File: src/rtl/mux_scan_ctrl_pkg.sv
// Shared widths and FSM encoding for the mux select scanner.
package mux_scan_ctrl_pkg;

  localparam int unsigned MUX_W = 16;
  localparam int unsigned SEL_W = 4;
  localparam int unsigned CNT_W = 4;

  typedef enum logic [1:0] {
    StIdle = 2'd0,
    StScan = 2'd1,
    StDone = 2'd2
  } state_e;

endpackage

File: src/rtl/mux16to1.sv
// 16-to-1 bit multiplexer.
module mux16to1
  import mux_scan_ctrl_pkg::*;
(
  input  logic [MUX_W-1:0] in,
  input  logic [SEL_W-1:0] sel,
  output logic             out
);

  assign out = in[sel];

endmodule

File: src/rtl/mux_scan_ctrl.sv
// Walks a 16:1 mux select from 0 up to a programmed last index, holding each
// select for HOLD cycles and strobing bit_valid on the last cycle of each hold.
module mux_scan_ctrl
  import mux_scan_ctrl_pkg::*;
#(
  parameter int unsigned HOLD = 1
) (
  input  logic             clk,
  input  logic             rst_n,
  input  logic             start,
  input  logic [MUX_W-1:0] data_in,
  input  logic [SEL_W-1:0] last_sel,
  input  logic             abort,
  output logic             busy,
  output logic [SEL_W-1:0] sel,
  output logic             bit_out,
  output logic             bit_valid,
  output logic             done
);

  localparam logic [CNT_W-1:0] HoldLast = CNT_W'(HOLD - 1);

  state_e           state_q;
  logic [MUX_W-1:0] data_q;
  logic [SEL_W-1:0] last_q;
  logic [SEL_W-1:0] sel_q;
  logic [CNT_W-1:0] cnt_q;

  always_ff @(posedge clk or negedge rst_n) begin
    if (!rst_n) begin
      state_q <= StIdle;
      data_q  <= '0;
      last_q  <= '0;
      sel_q   <= '0;
      cnt_q   <= '0;
    end else begin
      unique case (state_q)
        StIdle, StDone: begin
          if (start) begin
            data_q  <= data_in;
            last_q  <= last_sel;
            sel_q   <= '0;
            cnt_q   <= '0;
            state_q <= StScan;
          end else begin
            state_q <= StIdle;
          end
        end
        StScan: begin
          // abort beats a coincident final strobe, so no done pulse follows
          if (abort) begin
            state_q <= StIdle;
          end else if (cnt_q == HoldLast) begin
            if (sel_q == last_q) begin
              state_q <= StDone;
            end else begin
              sel_q <= sel_q + 1'b1;
              cnt_q <= '0;
            end
          end else begin
            cnt_q <= cnt_q + 1'b1;
          end
        end
        default: state_q <= StIdle;
      endcase
    end
  end

  assign busy      = (state_q == StScan);
  assign bit_valid = (state_q == StScan) && (cnt_q == HoldLast);
  assign done      = (state_q == StDone);
  assign sel       = sel_q;

  mux16to1 u_mux (
    .in  (data_q),
    .sel (sel_q),
    .out (bit_out)
  );

endmodule
File: config.mk
export PLATFORM = sky130hd
export DESIGN_NAME = mux_scan_ctrl
export DESIGN_NICKNAME = d
export VERILOG_FILES = /design/src/rtl/mux_scan_ctrl_pkg.sv /design/src/rtl/mux16to1.sv /design/src/rtl/mux_scan_ctrl.sv
export SDC_FILE = /design/constraint.sdc
export NUM_CORES = 1
export LEC_CHECK = 0
export BUFFER_PORTS_ARGS = -buffer_cell sky130_fd_sc_hd__buf_2
export CORE_MARGIN = 5
export CORE_UTILIZATION = 50
export CTS_CLUSTER_DIAMETER = 60
export DETAILED_ROUTE_END_ITERATION = 16
export GPL_TIMING_DRIVEN = 1
export PLACE_DENSITY_LB_ADDON = 0.12
export SLEW_MARGIN = 0
export SYNTH_ARGS = -nofsm -noshare
export SYNTH_HDL_FRONTEND = slang
export SYNTH_SLANG_ARGS = --single-unit
export TNS_END_PERCENT = 5
File: constraint.sdc
create_clock -name clk -period 3.05 [get_ports clk]
set_input_delay 0.4575 -clock clk [delete_from_list [all_inputs] [get_ports clk]]
set_output_delay 0.4575 -clock clk [all_outputs]
set_load 0.005 [all_outputs]
==> out/metrics.yaml <==
sta:
  finalSetupTns_ns: 0
  setup_viol: 0
  rsz0062_at_grt: "false"
  max_slew_margin_pct: 55.2
  finalHoldViolCount: 0
  whs_ns: 0.141
  layout_min_cycle_time_ns: 2.49
  max_freq_ghz: 0.402
  finalMaxSlewViolations: 0
  finClkSkew_ns: 0.0108
  period_share_pct: 81.5
  worst_pin_slew_ns: 0.673
drt:
  drtAntennaViolNets: 0
  met3_length_um: 164
  drtPass1Iterations: 4
  vias: 1089
  vias_per_cell: 5.61
  drc_errors: 0
  top_layer: "met4"
  drt-met1-wl_mm: 1.34
  wl_mm: 3.11
  first_iter_violations: 58
  wl_per_cell_um: 16.0
  route.met2.wl_mm: 1.58
pwr:
  p_per_area_mw_per_mm2: 955
  power.leakage_uw: 0.000826
  power_uw: 1700
  ir_drop_uv: 502
cts:
  cts_inserted_buffers: 5
  cts-root-buf: "clkbuf_4"
  cts_tree: "done"
  clock-sinks: 30
  h-tree-depth: 2
  post_cts_resized: 0
  clk_latency_ns: 0.34
  ctsHoldBuffers: 0
  cts_buffer_depth: 2
  clk_pin_slew_ns: 0.10
  cts_setup_buffers: 0
place:
  dpl.hpwl_mm: 2.25
  place_area_mm2: 0.00172
  port_buffers: 31
  gp_congestion: 0.795
  dp.cells: 186
synth:
  ys_warn_count: 0
  async_reset_ff_share_pct: 100
  yosys.area.top_type: "dfrtp_1"
  yosys_register_bits: 30
  synth_nets: 151
  avgSynthCellArea_um2: 12.4
  synth.yosys.seq_area_share_pct: 49.0
  ys_top_cells_by_area: "dfrtp_1 (49%), mux2_2 (15%), mux4_1 (3.4%)"
  yosysTopAreaCellShare_pct: 49.0
  ys.flop_type: "dfrtp_1"
  synth-edff-count: 0
  synth_area_mm2: 0.00153
  syn_inst: 124
  synth_cell_types: 32
setup_path:
  reg2reg_slack_ns: 1.25
  worst-path-max-fanout: 13
  startpoint_type: "register"
  end_kind: "output port"
  required_ns: 2.59
  path_class: "reg2out"
  arrival_ns: 2.03
global_routing:
  antenna_found_initial: 0
  grt_pass1_vias: 1173
  grt_max_degree: 31
  grt_overflow: 0
  grt_use_total_pct: 17.0
  grt_pass1_wl_mm: 5.40
final_layout:
  drive_gt1_share_pct: 41.6
  fin_nets: 187
  final_common_cell: "buf_2"
  final_cell_mix: "buf_2 (31), dfrtp_1 (30), mux2_2 (20), nand2_1 (10), nand3_1 (7)"
  synthToLayoutAreaGrowth_pct: 16.4
  design_area_mm2: 0.00178
  instances_no_fill: 194
  antenna_cells: 0
floorplan:
  die-area_mm2: 0.00427
  die_y_um: 65.4
  coreArea_mm2: 0.00300
  initial_core_util_pct: 51.0
  fp.dieW_um: 65.4
  num_io_pins: 32
  rows: 20
outcome:
  status: "completed"
hold_path:
  min_path_type: "in2async"
job:
  cap_violations: 0
[state kept, by name, summed over array words and instances (netlist names)]
register,flops
data_q,16
last_q,4
state_q,2
sel,4
cnt_q,4
[metal layers]
metal | track usage (%) | up-vias
li1 | - | 521
met1 | 18.6 | 536
met2 | 30.1 | 26
met3 | 5.81 | 6
met4 | 6.22 | 0
met5 | 0 | -
[cell type report]
type | instances | area, um2
fill | 283 | 1220
sequential | 30 | 751
multi-input combinational | 86 | 751
timing repair buffer | 32 | 163
clock buffer | 7 | 55.1
tap | 33 | 41.3
inverter | 5 | 18.8
clock inverter | 1 | 5.00
[power by group]
part	internal [uW]	total (uW)	switching, uW
Combinational	379	728	349
Sequential	563	723	160
Clock	112	253	142
[stage by stage]
step | util (%) | setup WS (ns)
floorplan | - | 1.16
global placement | 57.4 | 0.994
detailed placement | 57.4 | 0.940
CTS | 59.4 | 0.559
global route | 59.4 | 0.432
finish | 59.4 | 0.563
[worst max-delay path, cell delays in order, from the launching register on]
cell	delay, ns
dfrtp_1	0.68
mux4_1	0.62
a22oi_1	0.19
nand2_1	0.08
buf_2	0.13
[logic make-up after synthesis]
logic type / synth area share, %
AND/OR/NAND/NOR: 13.9
flip-flops: 49.0
multiplexers: 21.4
AO/OA/AOI/OAI: 7.35
buffers and inverters: 2.20
XOR/XNOR: 3.76
adder cells (fa/ha/maj): 2.45
[path summary, 6_finish.rpt]
| check | end | cells past startpoint | from |
|---|---|---|---|
| worst max-delay path | bit_out | 4 | sel[0] |
| worst min-delay path | cnt_q[3] | 1 | rst_n |
| worst max register to register | sel[0] | 4 | sel[0] |
| worst min register to register | data_q[10] | 1 | data_q[10] |
| max in group asynchronous | data_q[0] | 1 | rst_n |
| min in group clk | last_q[3] | 2 | last_sel[3] |
[synthesized netlist by cell type, types with 2 or more instances]
| cell type | count |
|---|---|
| inv_1 | 4 |
| buf_2 | 3 |
| o21ai_0 | 4 |
| a221oi_1 | 2 |
| nand3_1 | 7 |
| dfrtp_1 | 30 |
| ha_1 | 3 |
| xor2_2 | 3 |
| mux2i_1 | 5 |
| nor2b_1 | 3 |
| nor2_1 | 4 |
| or3_1 | 4 |
| o211ai_1 | 3 |
| a31oi_1 | 2 |
| nand2_1 | 10 |
| mux2_2 | 20 |
| mux4_1 | 2 |
Power figures use the tool's default switching activity.
